==> src/rtl/i2c_master_tx.sv <==
// ----------------------------------------------------------------------------
// i2c_master_tx
// Write-only I2C bus master. A start request plus a stream of bytes becomes
// START, 7-bit address + W, data bytes with ACK checks, then STOP, driven onto
// open-drain SCL/SDA (1 = release, 0 = pull low).
//
// Ports
//   clk        system clock
//   n_rst      asynchronous active-low reset
//   start_req  request a transfer (sampled only while idle)
//   dev_addr   7-bit target address, captured when start_req is accepted
//   tx_data    byte to send, MSB first
//   tx_last    marks tx_data as the final byte of the transfer
//   tx_valid   tx_data/tx_last valid
//   tx_ready   master can take a byte (transfer on tx_valid & tx_ready)
//   sda_in     synchronized bus SDA, used for ACK sampling
//   scl_out    SCL drive
//   sda_out    SDA drive
//   busy       high from start_req accept until back in idle
//   done       one-clk pulse on return to idle after STOP
//   nack_err   sticky NACK flag, cleared on the next accepted start_req
// ----------------------------------------------------------------------------
module i2c_master_tx #(
    parameter int CLK_DIV = 4
) (
    input  logic       clk,
    input  logic       n_rst,
    input  logic       start_req,
    input  logic [6:0] dev_addr,
    input  logic [7:0] tx_data,
    input  logic       tx_last,
    input  logic       tx_valid,
    output logic       tx_ready,
    input  logic       sda_in,
    output logic       scl_out,
    output logic       sda_out,
    output logic       busy,
    output logic       done,
    output logic       nack_err
);

    localparam int DW = (CLK_DIV > 1) ? $clog2(CLK_DIV) : 1;
    localparam logic [DW-1:0] DIV_MAX = DW'(CLK_DIV - 1);

    typedef enum logic [2:0] {
        ST_IDLE,
        ST_START,
        ST_ADDR,
        ST_ADDR_ACK,
        ST_LOAD,
        ST_DATA,
        ST_DATA_ACK,
        ST_STOP
    } state_t;

    state_t          state_reg, state_next;
    logic [DW-1:0]   div_reg, div_next;
    logic [1:0]      q_reg, q_next;
    logic [2:0]      bit_reg, bit_next;
    logic [7:0]      shift_reg, shift_next;
    logic            last_reg, last_next;
    logic            ack_reg, ack_next;
    logic            nack_reg, nack_next;
    logic            busy_reg, busy_next;
    logic            done_reg, done_next;
    logic            ready_reg, ready_next;
    logic            scl_reg, scl_next;
    logic            sda_reg, sda_next;

    logic            q_end;
    logic            phase_end;

    assign q_end     = (div_reg == DIV_MAX);
    assign phase_end = q_end && (q_reg == 2'd3);

    // ------------------------------------------------------------------
    // State register
    // ------------------------------------------------------------------
    always_ff @(posedge clk or negedge n_rst) begin
        if (!n_rst) begin
            state_reg <= ST_IDLE;
            div_reg   <= '0;
            q_reg     <= 2'd0;
            bit_reg   <= 3'd0;
            shift_reg <= 8'd0;
            last_reg  <= 1'b0;
            ack_reg   <= 1'b1;
            nack_reg  <= 1'b0;
            busy_reg  <= 1'b0;
            done_reg  <= 1'b0;
            ready_reg <= 1'b0;
            scl_reg   <= 1'b1;
            sda_reg   <= 1'b1;
        end else begin
            state_reg <= state_next;
            div_reg   <= div_next;
            q_reg     <= q_next;
            bit_reg   <= bit_next;
            shift_reg <= shift_next;
            last_reg  <= last_next;
            ack_reg   <= ack_next;
            nack_reg  <= nack_next;
            busy_reg  <= busy_next;
            done_reg  <= done_next;
            ready_reg <= ready_next;
            scl_reg   <= scl_next;
            sda_reg   <= sda_next;
        end
    end

    // ------------------------------------------------------------------
    // Next-state logic. States change only at the end of q3 (or from the
    // untimed IDLE/LOAD states), so the quarter timer is already back at
    // zero whenever a new state is entered.
    // ------------------------------------------------------------------
    always_comb begin
        state_next = state_reg;
        div_next   = div_reg;
        q_next     = q_reg;
        bit_next   = bit_reg;
        shift_next = shift_reg;
        last_next  = last_reg;
        ack_next   = ack_reg;
        nack_next  = nack_reg;
        busy_next  = busy_reg;
        done_next  = 1'b0;

        if (state_reg == ST_IDLE || state_reg == ST_LOAD) begin
            div_next = '0;
            q_next   = 2'd0;
        end else if (q_end) begin
            div_next = '0;
            q_next   = q_reg + 2'd1;
        end else begin
            div_next = div_reg + 1'b1;
        end

        case (state_reg)
            ST_IDLE: begin
                if (start_req) begin
                    shift_next = {dev_addr, 1'b0};
                    nack_next  = 1'b0;
                    busy_next  = 1'b1;
                    state_next = ST_START;
                end
            end
            ST_START: begin
                if (phase_end) begin
                    bit_next   = 3'd0;
                    state_next = ST_ADDR;
                end
            end
            ST_ADDR, ST_DATA: begin
                if (phase_end) begin
                    shift_next = {shift_reg[6:0], 1'b0};
                    if (bit_reg == 3'd7) begin
                        bit_next   = 3'd0;
                        state_next = (state_reg == ST_ADDR) ? ST_ADDR_ACK : ST_DATA_ACK;
                    end else begin
                        bit_next = bit_reg + 3'd1;
                    end
                end
            end
            ST_ADDR_ACK, ST_DATA_ACK: begin
                // SCL has been high for most of q2 by its last clk
                if (q_reg == 2'd2 && q_end) begin
                    ack_next = sda_in;
                end
                if (phase_end) begin
                    if (ack_reg) begin
                        nack_next  = 1'b1;
                        state_next = ST_STOP;
                    end else if (state_reg == ST_DATA_ACK && last_reg) begin
                        state_next = ST_STOP;
                    end else begin
                        state_next = ST_LOAD;
                    end
                end
            end
            ST_LOAD: begin
                if (tx_valid && ready_reg) begin
                    shift_next = tx_data;
                    last_next  = tx_last;
                    bit_next   = 3'd0;
                    state_next = ST_DATA;
                end
            end
            ST_STOP: begin
                if (phase_end) begin
                    busy_next  = 1'b0;
                    done_next  = 1'b1;
                    state_next = ST_IDLE;
                end
            end
            default: state_next = ST_IDLE;
        endcase
    end

    // tx_ready is registered but tracks LOAD exactly: it rises on the clk
    // LOAD is entered and drops on the clk after the handshake.
    assign ready_next = (state_next == ST_LOAD);

    // ------------------------------------------------------------------
    // Line levels per state/quarter; registered, so the pins trail the
    // quarter boundaries by one clk.
    // ------------------------------------------------------------------
    always_comb begin
        scl_next = 1'b1;
        sda_next = 1'b1;
        case (state_reg)
            ST_START: begin
                sda_next = ~q_reg[1];
            end
            ST_ADDR, ST_DATA: begin
                scl_next = q_reg[1];
                sda_next = shift_reg[7];
            end
            ST_ADDR_ACK, ST_DATA_ACK: begin
                scl_next = q_reg[1];
            end
            ST_LOAD: begin
                scl_next = 1'b0;
                sda_next = 1'b0;
            end
            ST_STOP: begin
                scl_next = q_reg[1];
                sda_next = (q_reg == 2'd3);
            end
            default: begin
                scl_next = 1'b1;
                sda_next = 1'b1;
            end
        endcase
    end

    assign tx_ready = ready_reg;
    assign scl_out  = scl_reg;
    assign sda_out  = sda_reg;
    assign busy     = busy_reg;
    assign done     = done_reg;
    assign nack_err = nack_reg;

endmodule

==> config.mk <==
export PLATFORM = sky130hd
export DESIGN_NAME = i2c_master_tx
export DESIGN_NICKNAME = d
export VERILOG_FILES = /design/src/rtl/i2c_master_tx.sv
export SDC_FILE = /design/constraint.sdc
export NUM_CORES = 1
export LEC_CHECK = 0
export ABC_CLOCK_PERIOD_IN_PS = 2800
export CORE_MARGIN = 4
export CORE_UTILIZATION = 58
export CTS_BUF_LIST = sky130_fd_sc_hd__clkbuf_8
export DETAILED_ROUTE_END_ITERATION = 16
export PLACE_DENSITY = 0.85
export SETUP_SLACK_MARGIN = 0.05
export SYNTH_ARGS = -nofsm -noshare
export SYNTH_HDL_FRONTEND = slang
export SYNTH_SLANG_ARGS = --single-unit
==> constraint.sdc <==
create_clock -name clk -period 2.8 [get_ports clk]
set_input_delay 0.56 -clock clk [delete_from_list [all_inputs] [get_ports clk]]
set_output_delay 0.56 -clock clk [all_outputs]
set_load 0.05 [all_outputs]
==> impl_metrics.env <==
export IMPL_vias=1433
export IMPL_grt_usage=0.2160
export IMPL_die_w_microns=62.29
export IMPL_syn_inst=164
export IMPL_synth_top_area_cell="dfrtp_1"
export IMPL_reg2reg_depth=4
export IMPL_synth_top_area_share=0.3367
export IMPL_start_util=0.6145
export IMPL_pwr_share_comb=0.465
export IMPL_root_buffer="clkbuf_8"
export IMPL_diodes=0
export IMPL_dp_slack_ps=618.2
export IMPL_synth_warnings=0
export IMPL_yosysMostFrequentCell="dfrtp_1"
export IMPL_grt_max_degree=39
export IMPL_fin_hold_ws_ps=454.1
export IMPL_cap_violations=0
export IMPL_core_sq_mm=0.002781
export IMPL_clkPwrFrac=0.138
export IMPL_slew_violations=0
export IMPL_switching_power_mw=0.7136
export IMPL_cts_tree="built"
export IMPL_ir_drop_uv=722.6
export IMPL_worst_hold_path_endpoint="div_reg[0]"
export IMPL_largest_reg_flops=8
export IMPL_ioPinCount=27
export IMPL_first_pass_iters=4
export IMPL_ant_nets=0
export IMPL_internal_power_mw=1.031
export IMPL_die_y_microns=62.29
export IMPL_dp_hpwl_microns=2706
export IMPL_ys_flop_type="dfrtp_1"
export IMPL_cp_depth=1
export IMPL_cts_sinks=26
export IMPL_slew_headroom=0.2965
export IMPL_syn_num_nets=191
export IMPL_cts_max_path_buffers=2
export IMPL_p_per_area_mw_per_mm2=882.4
export IMPL_post_route_util=0.7108
export IMPL_setup_ws_ps=648.7
export IMPL_final_area_sq_mm=0.001977
export IMPL_port_buffers=26
export IMPL_end_kind="output port"
export IMPL_cp_max_fo=1
export IMPL_synth_edf_count=0
export IMPL_ys_seq_area_frac=0.3829
export IMPL_p_total_mw=1.744
export IMPL_hold_buffers=0
export IMPL_numCtsBuffers=3
export IMPL_setup_tns_ps=0
export IMPL_drive_above_1_share=0.1366
export IMPL_critPathKind="reg -> out"
export IMPL_area_growth_pct=15.67
export IMPL_timing_rr_start="state_reg[2]"
export IMPL_timing_final_crit_share=0.7683
export IMPL_path_cells="clkdlybuf4s50_1"
export IMPL_ys_ff_latch=26
export IMPL_max_slew_worst_pin_slew_ps=1055
export IMPL_seqPwrFrac=0.397
export IMPL_final_nets=211
export IMPL_total_leakage_power_nw=0.8180
export IMPL_slowest_stage="clkdlybuf4s50_1"
export IMPL_ctsResizeCount=0
export IMPL_finalHoldViolCount=0
export IMPL_synth_area_top_cells="dfrtp_1 34%, o221ai_1 7.2%, mux2_4 7.0%"
export IMPL_place_area_sq_mm=0.001922
export IMPL_setup_worst_path_start_class="register"
export IMPL_wl_per_cell_microns=18.33
export IMPL_synth_common_cells="23 x dfrtp_1, 14 x o221ai_1, 10 x o21ai_0"
export IMPL_synth_area_per_cell_sq_um=10.42
export IMPL_setup_viol=0
export IMPL_max_stage_delay_ps=790
export IMPL_avgViaCountPerCell=6.696
export IMPL_antenna_found_initial=0
export IMPL_period_minus_slack_ps=2151
export IMPL_cts_clk_slew_worst_paths_ps=90
export IMPL_drc_errors=0
export IMPL_max_freq_mhz=464.8
export IMPL_htree_num_levels=1
export IMPL_grt_ovfl_total=0
export IMPL_clk_latency_ps=270
export IMPL_wl_microns=3922
export IMPL_grt_pass1_vias=1514
export IMPL_worstPathRequired_ps=2240
export IMPL_rsz0062_at_grt="false"
export IMPL_first_iter_violations=88
export IMPL_gp_congestion=0.7864
export IMPL_place_detailed_instances=210
export IMPL_hp_start="div_reg[0]"
export IMPL_syn_area_sq_mm=0.001709
export IMPL_status="complete, no violations"
export IMPL_async_reset_ff_frac=1.000
export IMPL_crit_buf_inv=1
export IMPL_fp_dieArea_sq_mm=0.003879
export IMPL_final_setup_skew_ps=1.707
export IMPL_num_fill_cells=212
export IMPL_hold_depth=1
export IMPL_synth_distinct_cells=44
export IMPL_grt_first_pass_wirelength_microns=7100
export IMPL_cp_arrival_ps=1590
export IMPL_post_cts_setup_buffer_count=0
export IMPL_final_cells=214
export IMPL_crit_family="buffers and inverters"
export IMPL_hp_class="reg -> reg"
export IMPL_swShare=0.4090
export IMPL_rows=19
export IMPL_r2r_setup_slack_ps=710
export IMPL_r2r_end="bit_reg[0]"
worst max path at each step:
stage | startpoint | slack, ps | endpoint
4_1_cts | sda_out | 650 | sda_out
5_1_grt | state_reg[2] | 490 | bit_reg[0]
3_3_place_gp | start_req | 650 | shift_reg[4]
2_1_floorplan | q_reg[1] | 1120 | shift_reg[0]
6_report | sda_out | 650 | sda_out
3_5_place_dp | start_req | 620 | shift_reg[3]
power groups by stage:
| stage | Sequential, mW | Clock, mW | Combinational (mW) |
|---|---|---|---|
| 2_1_floorplan | 0.649 | 0 | 0.700 |
| 3_3_place_gp | 0.679 | 0 | 0.775 |
| 3_5_place_dp | 0.691 | 0 | 0.806 |
| 4_1_cts | 0.686 | 0.240 | 0.814 |
| 5_1_grt | 0.716 | 0.259 | 0.894 |
| 6_report | 0.693 | 0.240 | 0.812 |
layout make-up:
| type | count | area (sq um) | share of cell area |
|---|---|---|---|
| Clock buffer | 4 | 55.05 | 0.02785 |
| Inverter | 7 | 26.28 | 0.01329 |
| Sequential cell | 26 | 654.4 | 0.3310 |
| Multi-Input combinational cell | 116 | 912.1 | 0.4614 |
| Tap cell | 31 | 38.79 | 0.01962 |
| Timing Repair Buffer | 30 | 290.3 | 0.1468 |
cells in the final DEF, fill, tap and decap left out, drive strengths merged, types with 5 or more instances in the layout:
| master | count |
|---|---|
| dfrtp | 23 |
| a211oi | 5 |
| o221ai | 14 |
| mux2 | 11 |
| ha | 6 |
| nand2 | 6 |
| or3b | 7 |
| nor2 | 6 |
| inv | 7 |
| o21ai | 13 |
| a22oi | 7 |
| clkdlybuf4s50 | 26 |
metal layers:
| metal | GRT usage | up-vias | wire length, microns |
|---|---|---|---|
| met4 | 0.07427 | 0 | 74 |
| met5 | 0 | - | 0 |
| met1 | 0.2718 | 695 | 1623 |
| li1 | - | 667 | - |
| met3 | 0.04324 | 9 | 259 |
| met2 | 0.3666 | 62 | 1965 |
logic make-up after synthesis:
kind of cell,synth area share
and+or+nand+nor,0.1384
muxes,0.1018
buffers and inverters,0.08345
adders and majority gates,0.04392
AOI/OAI and AO/OA,0.2343
DFF,0.3829
xor gates and xnor gates,0.01538
Note: power is estimated with default switching activity, not from simulation.
